`src/rtl/cop_pkg.sv`:
```
// cop_pkg: shared constants and types for the Ascon ISE co-processor issue controller.
package cop_pkg;
    localparam logic [1:0] IDLE = 2'd0;
    localparam logic [1:0] EXEC = 2'd1;
    localparam logic [1:0] RESP = 2'd2;

    localparam logic [6:0] CUSTOM_0 = 7'h0B;
    localparam logic [6:0] CUSTOM_1 = 7'h2B;
    localparam logic [6:0] CUSTOM_2 = 7'h5B;
    localparam logic [6:0] CUSTOM_3 = 7'h7B;

    localparam int RD_MSB = 11;
    localparam int RD_LSB = 7;

    typedef struct packed {
        logic       wen;
        logic [4:0] idx;
        logic       err;
    } rsp_meta_t;

    function automatic logic [4:0] rd_of(input logic [31:0] insn);
        return insn[RD_MSB:RD_LSB];
    endfunction
endpackage

```
`src/rtl/cop_rsp_reg.sv`:
```
// cop_rsp_reg: response holding register; load fills it, clear (handshake) empties it.
module cop_rsp_reg
    import cop_pkg::*;
#(
    parameter int XLEN = 64
) (
    input  logic            clk_i,
    input  logic            rst_i,
    input  logic            load_i,
    input  logic            clear_i,
    input  logic            wen_i,
    input  logic [4:0]      idx_i,
    input  logic [XLEN-1:0] data_i,
    input  logic            err_i,
    output logic            valid_o,
    output logic            wen_o,
    output logic [4:0]      idx_o,
    output logic [XLEN-1:0] data_o,
    output logic            err_o
);
    logic            valid_q;
    rsp_meta_t       meta_q;
    logic [XLEN-1:0] data_q;

    always_ff @(posedge clk_i or posedge rst_i) begin
        if (rst_i) begin
            valid_q <= 1'b0;
            meta_q  <= '0;
            data_q  <= '0;
        end else if (load_i) begin
            valid_q <= 1'b1;
            meta_q  <= '{wen: wen_i, idx: idx_i, err: err_i};
            data_q  <= wen_i ? data_i : '0;
        end else if (clear_i) begin
            valid_q <= 1'b0;
        end
    end

    assign valid_o = valid_q;
    assign wen_o   = meta_q.wen;
    assign idx_o   = meta_q.idx;
    assign err_o   = meta_q.err;
    assign data_o  = data_q;
endmodule

```
`src/rtl/cop_issue_ctrl.sv`:
```
// cop_issue_ctrl: issues one core custom instruction to the co-processor and holds its result
// until writeback accepts it; a watchdog aborts when cop_wait stays high too long.
module cop_issue_ctrl
    import cop_pkg::*;
#(
    parameter int XLEN     = 64,
    parameter int MAX_WAIT = 255,
    parameter int CNT_W    = 32
) (
    input  logic             cop_clk,
    input  logic             cop_rst,
    input  logic             req_valid,
    output logic             req_ready,
    input  logic [31:0]      req_insn,
    input  logic [XLEN-1:0]  req_rs1,
    input  logic [XLEN-1:0]  req_rs2,
    output logic             rsp_valid,
    input  logic             rsp_ready,
    output logic             rsp_wen,
    output logic [4:0]       rsp_rd_idx,
    output logic [XLEN-1:0]  rsp_data,
    output logic             rsp_err,
    output logic             cop_valid,
    output logic             cop_rdywr,
    output logic [31:0]      cop_insn,
    output logic [XLEN-1:0]  cop_rs1,
    output logic [XLEN-1:0]  cop_rs2,
    input  logic             cop_ready,
    input  logic             cop_wait,
    input  logic             cop_wr,
    input  logic [XLEN-1:0]  cop_rd,
    output logic             busy,
    output logic [CNT_W-1:0] wr_count
);
    localparam int WD_W = $clog2(MAX_WAIT + 1);

    logic [1:0]       state_q, state_d;
    logic [31:0]      insn_q;
    logic [XLEN-1:0]  rs1_q, rs2_q;
    logic [WD_W-1:0]  wdog_q, wdog_d, wdog_inc;
    logic [CNT_W-1:0] cnt_q;
    logic             in_exec, hs, accept, abort, load;

    assign in_exec   = state_q == EXEC;
    assign hs        = (state_q == RESP) & rsp_ready;
    assign req_ready = (state_q == IDLE) | hs;
    assign accept    = req_valid & req_ready;
    assign wdog_inc  = wdog_q + 1'b1;
    assign abort     = in_exec & cop_wait & (wdog_inc == WD_W'(MAX_WAIT));
    // A stalled co-processor (cop_ready=0 without cop_wait) is not counted by the watchdog.
    assign load      = abort | (in_exec & ~cop_wait & cop_ready);

    always_comb begin
        state_d = (state_q == 2'd3) ? IDLE : state_q;
        wdog_d  = wdog_q;
        if (accept) begin
            state_d = EXEC;
            wdog_d  = '0;
        end else if (load) begin
            state_d = RESP;
        end else if (hs) begin
            state_d = IDLE;
        end else if (in_exec & cop_wait) begin
            wdog_d = wdog_inc;
        end
    end

    always_ff @(posedge cop_clk or posedge cop_rst) begin
        if (cop_rst) begin
            state_q <= IDLE;
            insn_q  <= '0;
            rs1_q   <= '0;
            rs2_q   <= '0;
            wdog_q  <= '0;
            cnt_q   <= '0;
        end else begin
            state_q <= state_d;
            wdog_q  <= wdog_d;
            cnt_q   <= cnt_q + CNT_W'(hs & rsp_wen);
            if (accept) begin
                insn_q <= req_insn;
                rs1_q  <= req_rs1;
                rs2_q  <= req_rs2;
            end
        end
    end

    cop_rsp_reg #(.XLEN(XLEN)) u_rsp (
        .clk_i   (cop_clk),
        .rst_i   (cop_rst),
        .load_i  (load),
        .clear_i (hs),
        .wen_i   (cop_wr & ~abort),
        .idx_i   (rd_of(insn_q)),
        .data_i  (cop_rd),
        .err_i   (abort),
        .valid_o (rsp_valid),
        .wen_o   (rsp_wen),
        .idx_o   (rsp_rd_idx),
        .data_o  (rsp_data),
        .err_o   (rsp_err)
    );

    assign cop_valid = in_exec;
    assign cop_rdywr = in_exec;
    assign cop_insn  = insn_q;
    assign cop_rs1   = rs1_q;
    assign cop_rs2   = rs2_q;
    assign busy      = state_q != IDLE;
    assign wr_count  = cnt_q;
endmodule
```
`config.mk`:
```
export PLATFORM = sky130hd
export DESIGN_NAME = cop_issue_ctrl
export DESIGN_NICKNAME = d
export VERILOG_FILES = /design/src/rtl/cop_pkg.sv /design/src/rtl/cop_rsp_reg.sv /design/src/rtl/cop_issue_ctrl.sv
export SDC_FILE = /design/constraint.sdc
export NUM_CORES = 1
export LEC_CHECK = 0
export ABC_CLOCK_PERIOD_IN_PS = 11100
export BUFFER_PORTS_ARGS = -buffer_cell sky130_fd_sc_hd__buf_2
export CORE_AREA = 3 3 196 198
export CTS_CLUSTER_DIAMETER = 150
export DETAILED_ROUTE_END_ITERATION = 6
export DIE_AREA = 0 0 199 201
export MAX_ROUTING_LAYER = met4
export PLACE_DENSITY_LB_ADDON = 0.12
export SYNTH_ARGS = -nofsm -noshare
export SYNTH_HDL_FRONTEND = slang
export SYNTH_SLANG_ARGS = --single-unit
```
`constraint.sdc`:
```
create_clock -name cop_clk -period 11.1 [get_ports cop_clk]
set_input_delay 0.555 -clock cop_clk [delete_from_list [all_inputs] [get_ports cop_clk]]
set_output_delay 0.555 -clock cop_clk [all_outputs]
set_load 0.1 [all_outputs]
```
Word-level counts from Yosys, hierarchy flattened --
Index checks and enable logic that the tools add are counted.
Operators by class: add/subtract/negate cells 2, multiply operators 0, div/mod/pow operators 0, magnitude comparators 0, eq/ne operators 6, shift operators 0, mux-type cells 11, bitwise operators 12, reduce and logical (&&, ||, !) cells 6
Operators with widths (count):
- 64-bit two-way mux | 1
- 32-bit by 1-bit adder with 32-bit output | 1
- 8-bit two-way mux | 4
- 8-bit by 1-bit adder with 8-bit output, second input constant | 1
- 1-bit bitwise AND | 8
- 8-bit == test, second input constant | 1
- 2-bit two-way mux | 4
- 2-bit nonzero test | 3
- 2-bit == test, second input constant | 2
- 4-bit nonzero test | 1
- 3-bit AND reduction | 1
- 2-bit by 1-bit == test with 1-bit output, second input constant | 1
- 2-bit zero test | 1
- 1-bit two-way mux | 2
- 2-bit by 1-bit inequality test with 1-bit output, second input constant | 1
- 2-bit inequality test, second input constant | 1
- 1-bit inverter | 2
- 1-bit bitwise OR | 2
Word-level totals: register bits 274, latch bits 0, RAM bits 0, bits in read-only memories 0, bits of input ports 231, output and inout port bits 268, memories 0

Longest topological paths before layout --
Gate-level depths: netlist of run 1.
depth after elaboration 6, mapped depth 9

Hierarchy --
A second synthesis of run 1 with hierarchy kept.
Second synthesis, totals: cell total of the unflattened synthesis 1042, area, all modules 10603.9 um^2
Modules (own cells, without submodules):
- cop_issue_ctrl | times used 1, cells an instance 879, area each 8025.2 um^2
- cop_rsp_reg | times used 1, cells an instance 163, area each 2578.7 um^2

Least setup slack after synthesis of run 1 --
No wires, ideal clock.
path type input to register, from in rsp_ready, to reg rs1_q[0] (netlist: cop_rs1[0]), library setup time 68 ps, arrival time 3329 ps, data required time 11032 ps, path slack 7703 ps, stages 8, buffers on the path 3, cell sequence inv_1 -> a21oi_1 -> and2_1 -> clkbuf_1 -> clkbuf_1 -> clkbuf_1 -> nand2_1 -> nand2_1
Between the ends: word-level cells in the longest chain between the ends 3
Ends and longest elaborated chain:
- from (decl) | line cop_issue_ctrl.sv:18 | input logic rsp_ready,
- 1-bit bitwise AND | line cop_issue_ctrl.sv:45 | assign hs = (state_q == RESP) & rsp_ready;
- 1-bit bitwise OR | line cop_issue_ctrl.sv:46 | assign req_ready = (state_q == IDLE) | hs;
- via req_ready | line cop_issue_ctrl.sv:13 | output logic req_ready,
- 1-bit bitwise AND | line cop_issue_ctrl.sv:47 | assign accept = req_valid & req_ready;
- to (signal assigned) | line cop_issue_ctrl.sv:82 | rs1_q <= req_rs1;
- to (decl) | line cop_issue_ctrl.sv:39 | logic [XLEN-1:0] rs1_q, rs2_q;
The timed path passes the listed nets, and every way through them passes these cells. A chain may end at the register's enable or synchronous reset.

Worst setup path in the final report of run 1 --
from reg state_q[1], to reg rs2_q[53] (netlist: cop_rs2[53])
Between the ends: word-level cells in the longest chain between the ends 4, elaborated cells on any way between the ends 5, classes of those cells eq/ne (1); bitwise (3); reduce/logical (1)
Ends and longest elaborated chain:
- from (decl) | line cop_issue_ctrl.sv:37 | logic [1:0] state_q, state_d;
- from (signal assigned) | line cop_issue_ctrl.sv:77 | state_q <= state_d;
- 2-bit == test | line cop_issue_ctrl.sv:45
- 1-bit bitwise AND | line cop_issue_ctrl.sv:45
- 1-bit bitwise OR * | line cop_issue_ctrl.sv:46
- 1-bit bitwise AND * | line cop_issue_ctrl.sv:47
- to (signal assigned) | line cop_issue_ctrl.sv:83 | rs2_q <= req_rs2;
- to (decl) | line cop_issue_ctrl.sv:39
Mark *: on every way between the ends. The rest lies on a longest branch, timed or not.

==> impl_metrics.prom, run 1 <==
# TYPE chip_impl_metric gauge
chip_impl_info{name="status",value="finished clean"} 1
chip_impl_metric{name="ys_async_sr_fraction",unit=""} 1.00
chip_impl_metric{name="critPathArrivalTime",unit="ns"} 3.26
chip_impl_metric{name="critical_path_required",unit="ns"} 11.55
chip_impl_metric{name="cts-resized-gates",unit=""} 0
chip_impl_metric{name="wl_per_cell",unit="um"} 16.9
chip_impl_metric{name="drt-vias-per-instance",unit=""} 4.45
chip_impl_info{name="root_buffer",value="sky130_fd_sc_hd__clkbuf_16"} 1
chip_impl_metric{name="final_antenna_net_count",unit=""} 0
chip_impl_metric{name="synth_cells",unit=""} 1038
chip_impl_metric{name="max_freq",unit="MHz"} 355
chip_impl_info{name="most_numerous_cell_in_the_yosys_netlist",value="sky130_fd_sc_hd__nand2_1"} 1
chip_impl_info{name="tritoncts",value="yes"} 1
chip_impl_metric{name="synthesis.nets",unit=""} 1273
chip_impl_metric{name="chipHeight",unit="um"} 201
chip_impl_metric{name="post-synth-top-area-fraction",unit=""} 0.652
chip_impl_metric{name="max_cap_viol",unit=""} 0
chip_impl_info{name="crit_start",value="state_q[1]"} 1
chip_impl_metric{name="timing.final.max_slew_violations",unit=""} 0
chip_impl_metric{name="post_cts_buffers",unit=""} 0
chip_impl_metric{name="vias_in_the_first_global_route",unit=""} 9012
chip_impl_metric{name="drive_above_1_share",unit=""} 0.365
chip_impl_info{name="hp-start",value="req_rs2[1]"} 1
chip_impl_metric{name="core",unit="um2"} 36700
chip_impl_metric{name="io_pins",unit=""} 499
chip_impl_metric{name="numCtsBuffers",unit=""} 35
chip_impl_metric{name="first_iter_violations",unit=""} 400
chip_impl_metric{name="die_width",unit="um"} 199
chip_impl_metric{name="detail_route.first_pass.iterations",unit=""} 6
chip_impl_metric{name="timing.slew.headroom",unit=""} 0.316
chip_impl_metric{name="grt_util_all_layers",unit=""} 0.172
chip_impl_info{name="endpoint_kind",value="flop"} 1
chip_impl_metric{name="worstMarginPinSlew",unit="ns"} 1.03
chip_impl_metric{name="path_max_fanout",unit=""} 86
chip_impl_metric{name="areaGrowthSynthToFinish",unit="%"} 38.0
chip_impl_metric{name="syn_avg_cell_area",unit="um2"} 10.1
chip_impl_metric{name="routed-via-count",unit=""} 8965
chip_impl_metric{name="clock_path_buffers",unit=""} 3
chip_impl_metric{name="layout_worst_path_cycle_share",unit=""} 0.254
chip_impl_metric{name="synth.ff_latch_count",unit=""} 274
chip_impl_info{name="yosysTopAreaCell",value="sky130_fd_sc_hd__dfrtp_1"} 1
chip_impl_metric{name="antenna_found_initial",unit=""} 5
chip_impl_info{name="timing.setup.critical_path_class",value="flop to flop"} 1
chip_impl_metric{name="drt_wl_total",unit="um"} 34000
chip_impl_metric{name="maximum_number_of_pins_on_one_net_before_global_route_repair",unit=""} 136
chip_impl_metric{name="wire_length_of_the_first_global_routing_pass",unit="um"} 52600
chip_impl_metric{name="initial_utilization",unit=""} 0.287
chip_impl_info{name="ys.flop_type",value="sky130_fd_sc_hd__dfrtp_1"} 1
chip_impl_metric{name="setup-tns-final",unit="ns"} 0
chip_impl_metric{name="fin_nets",unit=""} 1760
chip_impl_metric{name="rows",unit=""} 70
chip_impl_metric{name="setup_violations",unit=""} 0
chip_impl_metric{name="place.port_buffers",unit=""} 498
chip_impl_info{name="grt_setup_unrepaired",value="no"} 1
chip_impl_metric{name="cts_max_level",unit=""} 2
chip_impl_metric{name="dp_hpwl",unit="um"} 23800
chip_impl_metric{name="synth_warnings",unit=""} 0
chip_impl_metric{name="timing_hold_violations_final",unit=""} 0
chip_impl_metric{name="yosysSeqAreaShare",unit=""} 0.652
chip_impl_metric{name="finalCriticalPeriod",unit="ns"} 2.82
chip_impl_metric{name="cts.clk_slew.worst_paths",unit="ns"} 0.06
chip_impl_info{name="most_instantiated_cells_after_synthesis",value="507 x sky130_fd_sc_hd__nand2_1, 274 x sky130_fd_sc_hd__dfrtp_1, 64 x sky130_fd_sc_hd__a22o_1"} 1
chip_impl_metric{name="post_synth_edffs",unit=""} 0
chip_impl_metric{name="clock-sinks",unit=""} 274
chip_impl_metric{name="post_synth_num_cell_types",unit=""} 37
chip_impl_metric{name="ctsHoldBuffers",unit=""} 0
chip_impl_metric{name="gp_congestion",unit=""} 0.797
chip_impl_info{name="hold_class",value="input pin to flop"} 1
chip_impl_metric{name="clock_latency",unit="ns"} 0.53
chip_impl_info{name="yosys-top-cells-area",value="sky130_fd_sc_hd__dfrtp_1 65%, sky130_fd_sc_hd__nand2_1 18%, sky130_fd_sc_hd__a22o_1 5.3%"} 1
chip_impl_info{name="startpoint_class_of_the_critical_path",value="flop"} 1
chip_impl_metric{name="final.setup_skew",unit="ns"} 0.0199
chip_impl_metric{name="grt-ovfl-total",unit=""} 0
chip_impl_info{name="worstReg2RegStart",value="state_q[1]"} 1
chip_impl_metric{name="detail_route.drc_violations",unit=""} 0
chip_impl_metric{name="netlist_area",unit="um2"} 10500
chip_impl_metric{name="dieArea",unit="um2"} 40000
-- state kept, by name, indices dropped and copies added, names as in the netlist --
register       flops
wdog_q             8
u_rsp.idx_o        5
u_rsp.err_o        1
wr_count          32
u_rsp.wen_o        1
cop_rs1           64
cop_rs2           64
u_rsp.data_o      64
cop_insn          32
u_rsp.valid_o      1
state_q            2
-- layout make-up --
cell class              count  area, um2
inverters                   5       26.3
diodes                      5       12.5
well taps                 468        586
multi-input cells         704       3420
repair buffers            505       2540
clock buffers              48        997
fillers                  3784      22200
flip-flops and latches    274       6860
clock inverters             7       63.8
-- metrics by stage --
stage / instances / hold slack (ns) / cell area (um2) / worst slack [ns] / util
2_1_floorplan: 1038 / 0.506 / 10500 / 2.99 / -
3_3_place_gp: 1956 / 0.453 / 13400 / 8.04 / 0.366
3_5_place_dp: 1956 / 0.456 / 13400 / 8.04 / 0.366
4_1_cts: 2011 / 0.171 / 14500 / 8.32 / 0.395
5_1_grt: 2016 / 0.184 / 14500 / 8.06 / 0.395
6_report: 2016 / 0.213 / 14500 / 8.28 / 0.395
-- layer usage --
metal	global-route usage	share of wire
met5	-	0
met2	0.278	0.49
met4	0.0527	0.027
met1	0.205	0.41
met3	0.0556	0.074
-- worst max-delay path, stage by stage, from the launching register on --
cell and delay (ns):
sky130_fd_sc_hd__dfrtp_1 0.42, sky130_fd_sc_hd__a21oi_1 0.36, sky130_fd_sc_hd__and2_4 0.76, sky130_fd_sc_hd__buf_4 0.81
sky130_fd_sc_hd__nand2_1 0.13, sky130_fd_sc_hd__nand2_1 0.09
-- worst paths after layout --
| kind | cells past startpoint | to | slack [ns] |
|---|---|---|---|
| max reg2reg | 5 | cop_rs2[53] | 8.28 |
| max in group asynchronous | 3 | u_rsp.data_o[34] | 9.30 |
| max | 5 | cop_rs2[53] | 8.28 |
| min | 3 | cop_rs2[1] | 0.21 |
| min reg2reg | 2 | cop_rs2[28] | 0.46 |
| min in group asynchronous | 2 | cop_rs1[8] | 0.24 |
-- layout by cell type, fill, tap and decap left out, drive strengths merged --
cell type | Yosys | routed
a211o | 3 | 3
a21o | 3 | 3
a21oi | 4 | 4
a221o | 1 | 1
a22o | 64 | 64
a311oi | 1 | 1
a31o | 1 | 1
and2 | 6 | 6
and3 | 11 | 11
and4 | 1 | 1
buf | 20 | 505
bufinv | 0 | 1
clkbuf | 35 | 48
clkinv | 0 | 5
dfrtp | 274 | 274
diode | 0 | 5
ha | 4 | 4
inv | 5 | 6
mux2 | 5 | 5
nand2 | 507 | 507
nand2b | 2 | 2
nand3 | 15 | 15
nand4 | 9 | 9
nand4b | 2 | 2
nor2 | 14 | 14
nor2b | 2 | 2
nor3 | 5 | 5
nor3b | 3 | 3
nor4 | 2 | 2
o21ai | 6 | 6
or2 | 1 | 1
xnor2 | 22 | 22
xor2 | 10 | 10
-- cells by family (layout without fill, tap and decap cells) --
| family | after synthesis | after routing | share of synthesized area |
|---|---|---|---|
| AND/OR/NAND/NOR | 580 | 580 | 0.220 |
| flip-flops | 274 | 274 | 0.652 |
| AO/OA/AOI/OAI | 83 | 83 | 0.0673 |
| buffers and inverters | 60 | 565 | 0.0238 |
| XOR/XNOR | 32 | 32 | 0.0267 |
| multiplexers | 5 | 5 | 0.00535 |
| adder cells (fa/ha/maj) | 4 | 4 | 0.00476 |
| other | 0 | 5 | 0 |
Power of run 1 is not shown: default switching activity piles up to over one toggle a cycle in this logic, so the estimate is an artifact.
==> run 2, diff against run 1 <==
--- a/config.mk
+++ b/config.mk
@@ -5,12 +5,13 @@
 export SDC_FILE = /design/constraint.sdc
 export NUM_CORES = 1
 export LEC_CHECK = 0
-export ABC_CLOCK_PERIOD_IN_PS = 11100
+export ABC_AREA = 1
+export ABC_CLOCK_PERIOD_IN_PS = 2300
 export BUFFER_PORTS_ARGS = -buffer_cell sky130_fd_sc_hd__buf_2
-export CORE_AREA = 3 3 196 198
+export CORE_AREA = 3 3 194 196
 export CTS_CLUSTER_DIAMETER = 150
 export DETAILED_ROUTE_END_ITERATION = 6
-export DIE_AREA = 0 0 199 201
+export DIE_AREA = 0 0 197 199
 export MAX_ROUTING_LAYER = met4
 export PLACE_DENSITY_LB_ADDON = 0.12
 export SYNTH_ARGS = -nofsm -noshare
==> constraint.sdc (replaced) <==
create_clock -name cop_clk -period 2.3 [get_ports cop_clk]
set_input_delay 0.115 -clock cop_clk [delete_from_list [all_inputs] [get_ports cop_clk]]
set_output_delay 0.115 -clock cop_clk [all_outputs]
set_load 0.1 [all_outputs]
==> run 2 against run 1 <==
- worst hold slack worse by 0.11 ns
- register-to-register slack got worse by 8.0 ns
- global-route usage rose by 3.0 points
- die area shrank 2.0%
- setup slack worse by 8.0 ns
- synthesized cell count rose by 21%
- largest cell class unchanged
- maximum frequency rose by 37%
- highest routed layer unchanged
- sequential share of layout area decreased by 8.9 points
- critical path depth up 7
- first-iteration DRC count is 21% higher
- via count is 22% higher
- clock skew shrank 0.0090 ns
==> impl_metrics.prom, run 2 <==
# TYPE chip_impl_metric gauge
chip_impl_metric{name="drt_wl_total",unit="um"} 40000
chip_impl_metric{name="max_freq",unit="MHz"} 485
chip_impl_metric{name="final.fill_count",unit=""} 3512
chip_impl_metric{name="path_max_fanout",unit=""} 4
chip_impl_metric{name="gp_congestion",unit=""} 0.848
chip_impl_metric{name="timing.final.max_slew_violations",unit=""} 0
chip_impl_metric{name="cts_max_level",unit=""} 2
chip_impl_info{name="startpoint_class_of_the_critical_path",value="flop"} 1
chip_impl_metric{name="wl_per_cell",unit="um"} 15.9
chip_impl_info{name="ys.flop_type",value="sky130_fd_sc_hd__dfrtp_1"} 1
chip_impl_metric{name="post_synth_edffs",unit=""} 0
chip_impl_metric{name="detail_route.drc_violations",unit=""} 0
chip_impl_metric{name="routed-via-count",unit=""} 10954
chip_impl_info{name="yosysTopAreaCell",value="sky130_fd_sc_hd__dfrtp_1"} 1
chip_impl_metric{name="maximum_number_of_pins_on_one_net_before_global_route_repair",unit=""} 69
chip_impl_metric{name="ys_async_sr_fraction",unit=""} 1.00
chip_impl_metric{name="flip_flop_and_latch_area",unit="um2"} 6860
chip_impl_info{name="status",value="finished clean"} 1
chip_impl_metric{name="yosysSeqAreaShare",unit=""} 0.626
chip_impl_metric{name="place.port_buffers",unit=""} 498
chip_impl_metric{name="synth_cells",unit=""} 1261
chip_impl_info{name="grt_setup_unrepaired",value="no"} 1
chip_impl_metric{name="synth.ff_latch_count",unit=""} 274
chip_impl_metric{name="cts.clk_slew.worst_paths",unit="ns"} 0.06
chip_impl_info{name="worstReg2RegStart",value="state_q[1]"} 1
chip_impl_metric{name="timing.slew.headroom",unit=""} 0.482
chip_impl_metric{name="clock-sinks",unit=""} 274
chip_impl_metric{name="numCtsBuffers",unit=""} 34
chip_impl_info{name="most_numerous_cell_in_the_yosys_netlist",value="sky130_fd_sc_hd__nand2_1"} 1
chip_impl_metric{name="detail_route.first_pass.iterations",unit=""} 5
chip_impl_info{name="timing.setup.critical_path_class",value="flop to flop"} 1
chip_impl_metric{name="drive_above_1_share",unit=""} 0.299
chip_impl_metric{name="vias_in_the_first_global_route",unit=""} 11391
chip_impl_metric{name="synth_warnings",unit=""} 0
chip_impl_metric{name="finalCriticalPeriod",unit="ns"} 2.06
chip_impl_metric{name="fin_nets",unit=""} 2250
chip_impl_metric{name="core",unit="um2"} 36300
chip_impl_metric{name="clock_latency",unit="ns"} 0.51
chip_impl_info{name="layout.cells.most_common",value="sky130_fd_sc_hd__nand2_1"} 1
chip_impl_metric{name="drt-vias-per-instance",unit=""} 4.37
chip_impl_metric{name="setup-tns-final",unit="ns"} 0
chip_impl_info{name="root_buffer",value="sky130_fd_sc_hd__clkbuf_16"} 1
chip_impl_metric{name="critPathArrivalTime",unit="ns"} 2.45
chip_impl_metric{name="post-synth-top-area-fraction",unit=""} 0.626
chip_impl_metric{name="first_iter_violations",unit=""} 485
chip_impl_metric{name="synthesis.nets",unit=""} 1496
chip_impl_metric{name="post_synth_num_cell_types",unit=""} 28
chip_impl_metric{name="areaGrowthSynthToFinish",unit="%"} 63.0
chip_impl_metric{name="chipHeight",unit="um"} 199
chip_impl_metric{name="dp_hpwl",unit="um"} 28200
chip_impl_metric{name="syn_avg_cell_area",unit="um2"} 8.69
chip_impl_metric{name="min_delay_path_depth",unit=""} 5
chip_impl_info{name="endpoint_kind",value="flop"} 1
chip_impl_metric{name="setup_violations",unit=""} 0
chip_impl_metric{name="netlist_area",unit="um2"} 11000
chip_impl_info{name="crit_start",value="state_q[1]"} 1
chip_impl_metric{name="final_antenna_net_count",unit=""} 0
chip_impl_metric{name="worstMarginPinSlew",unit="ns"} 0.775
chip_impl_metric{name="grt_util_all_layers",unit=""} 0.202
chip_impl_metric{name="die_width",unit="um"} 197
chip_impl_metric{name="multi_input_comb_area",unit="um2"} 3720
chip_impl_metric{name="antenna_found_initial",unit=""} 1
chip_impl_metric{name="rows",unit=""} 70
chip_impl_metric{name="max_cap_viol",unit=""} 0
chip_impl_info{name="most_instantiated_cells_after_synthesis",value="766 x sky130_fd_sc_hd__nand2_1, 274 x sky130_fd_sc_hd__dfrtp_1, 39 x sky130_fd_sc_hd__inv_1"} 1
chip_impl_metric{name="io_pins",unit=""} 499
chip_impl_metric{name="grt-ovfl-total",unit=""} 0
chip_impl_info{name="layout.cells.most_common_list",value="762 x sky130_fd_sc_hd__nand2_1, 498 x sky130_fd_sc_hd__buf_2, 274 x sky130_fd_sc_hd__dfrtp_1"} 1
chip_impl_metric{name="final.setup_skew",unit="ns"} 0.0108
chip_impl_metric{name="timing.reg2reg.worst_path_depth",unit=""} 12
chip_impl_info{name="yosys-top-cells-area",value="sky130_fd_sc_hd__dfrtp_1 63%, sky130_fd_sc_hd__nand2_1 26%, sky130_fd_sc_hd__xor2_1 1.4%"} 1
chip_impl_metric{name="timing_hold_violations_final",unit=""} 0
chip_impl_info{name="hold_class",value="input pin to flop"} 1
chip_impl_metric{name="layout_worst_path_cycle_share",unit=""} 0.896
chip_impl_metric{name="wire_length_of_the_first_global_routing_pass",unit="um"} 61300
chip_impl_info{name="hp-start",value="cop_wait"} 1
chip_impl_metric{name="dieArea",unit="um2"} 39200
chip_impl_metric{name="clock_path_buffers",unit=""} 3
chip_impl_info{name="tritoncts",value="yes"} 1
chip_impl_metric{name="initial_utilization",unit=""} 0.302
chip_impl_metric{name="critical_path_required",unit="ns"} 2.69
## run 2: changes by cell type after synthesis, sizes merged, moves of 8 or more
cell    change
nand2     +261
a22o       -64
inv        +37
nor2       +21
clkbuf     -19
buf        +14
and3       -11
xnor2      -11
nand4      +10
xor2        +8
## run 2: stage by stage
| stage | setup slack [ns] | std cells | utilization | cell area, um2 | hold WS, ns |
|---|---|---|---|---|---|
| final | 0.239 | 2509 | 0.493 | 17900 | 0.108 |
| after global routing | 0.0154 | 2509 | 0.493 | 17900 | 0.120 |
| after CTS | 0.128 | 2505 | 0.491 | 17800 | 0.0833 |
| after detailed placement | 0.141 | 2210 | 0.392 | 14200 | 0.306 |
| after global placement | 0.159 | 2210 | 0.392 | 14200 | 0.307 |
| after floorplan | -1.44 | 1261 | - | 11000 | 0.225 |
## run 2: worst max-delay path: stages, from the launching register on
cell and delay [ns]:
sky130_fd_sc_hd__dfrtp_1 0.37, sky130_fd_sc_hd__nand2_2 0.06, sky130_fd_sc_hd__nor2_1 0.08, sky130_fd_sc_hd__inv_1 0.07, sky130_fd_sc_hd__nor2_2 0.11, sky130_fd_sc_hd__ha_2 0.22
sky130_fd_sc_hd__buf_4 0.12, sky130_fd_sc_hd__nand3_1 0.15, sky130_fd_sc_hd__nor2_1 0.13, sky130_fd_sc_hd__nand2_1 0.14, sky130_fd_sc_hd__nor2_1 0.19, sky130_fd_sc_hd__nand4_1 0.12
sky130_fd_sc_hd__xor2_1 0.17
## run 2: repair_timing
action | CTS | global route
endpoints found under the setup margin | 0 | 6
buffers inserted | 0 | 3
hold endpoints to repair | 238 | 0
resized for setup | 0 | 9
hold buffers | 234 | 0
## run 2: logic make-up (layout without fill, tap and decap cells)
group                      Yosys count  count (layout)  synth area share
DFF                                274             274             0.626
xor gates and xnor gates            29              29            0.0232
other                                0               1                 0
buffers and inverters               92             871            0.0391
and+or+nand+nor                    858             858             0.305
AOI/OAI and AO/OA                    4               4           0.00206
adders and majority gates            4               4           0.00457
## run 2: path summary, 6_finish.rpt
path | to | slack (ns)
max in group asynchronous | u_rsp.data_o[16] | 1.22
min in group asynchronous | cop_insn[9] | 0.32
hold reg to reg | u_rsp.data_o[18] | 0.46
setup / recovery | wr_count[17] | 0.24
setup reg to reg | wr_count[17] | 0.24
hold / removal | wdog_q[6] | 0.11
## run 2: per-layer routing
metal  part of all wire  vias up  global-route usage
met2               0.48      422               0.330
met1               0.41     5088               0.237
met4              0.030        0              0.0723
met3              0.081       85              0.0606
met5                  0        -                   -
li1                   -     5359                   -
## run 2: layout make-up
| cell class | count | share of cell area |
|---|---|---|
| inverters | 42 | 0.00932 |
| multi-input cells | 895 | 0.208 |
| repair buffers | 768 | 0.295 |
| well taps | 468 | 0.0328 |
| clock inverters | 12 | 0.0121 |
| diodes | 1 | 0.000140 |
| flip-flops and latches | 274 | 0.384 |
| clock buffers | 49 | 0.0583 |
Power of run 2 is left out for the same reason.
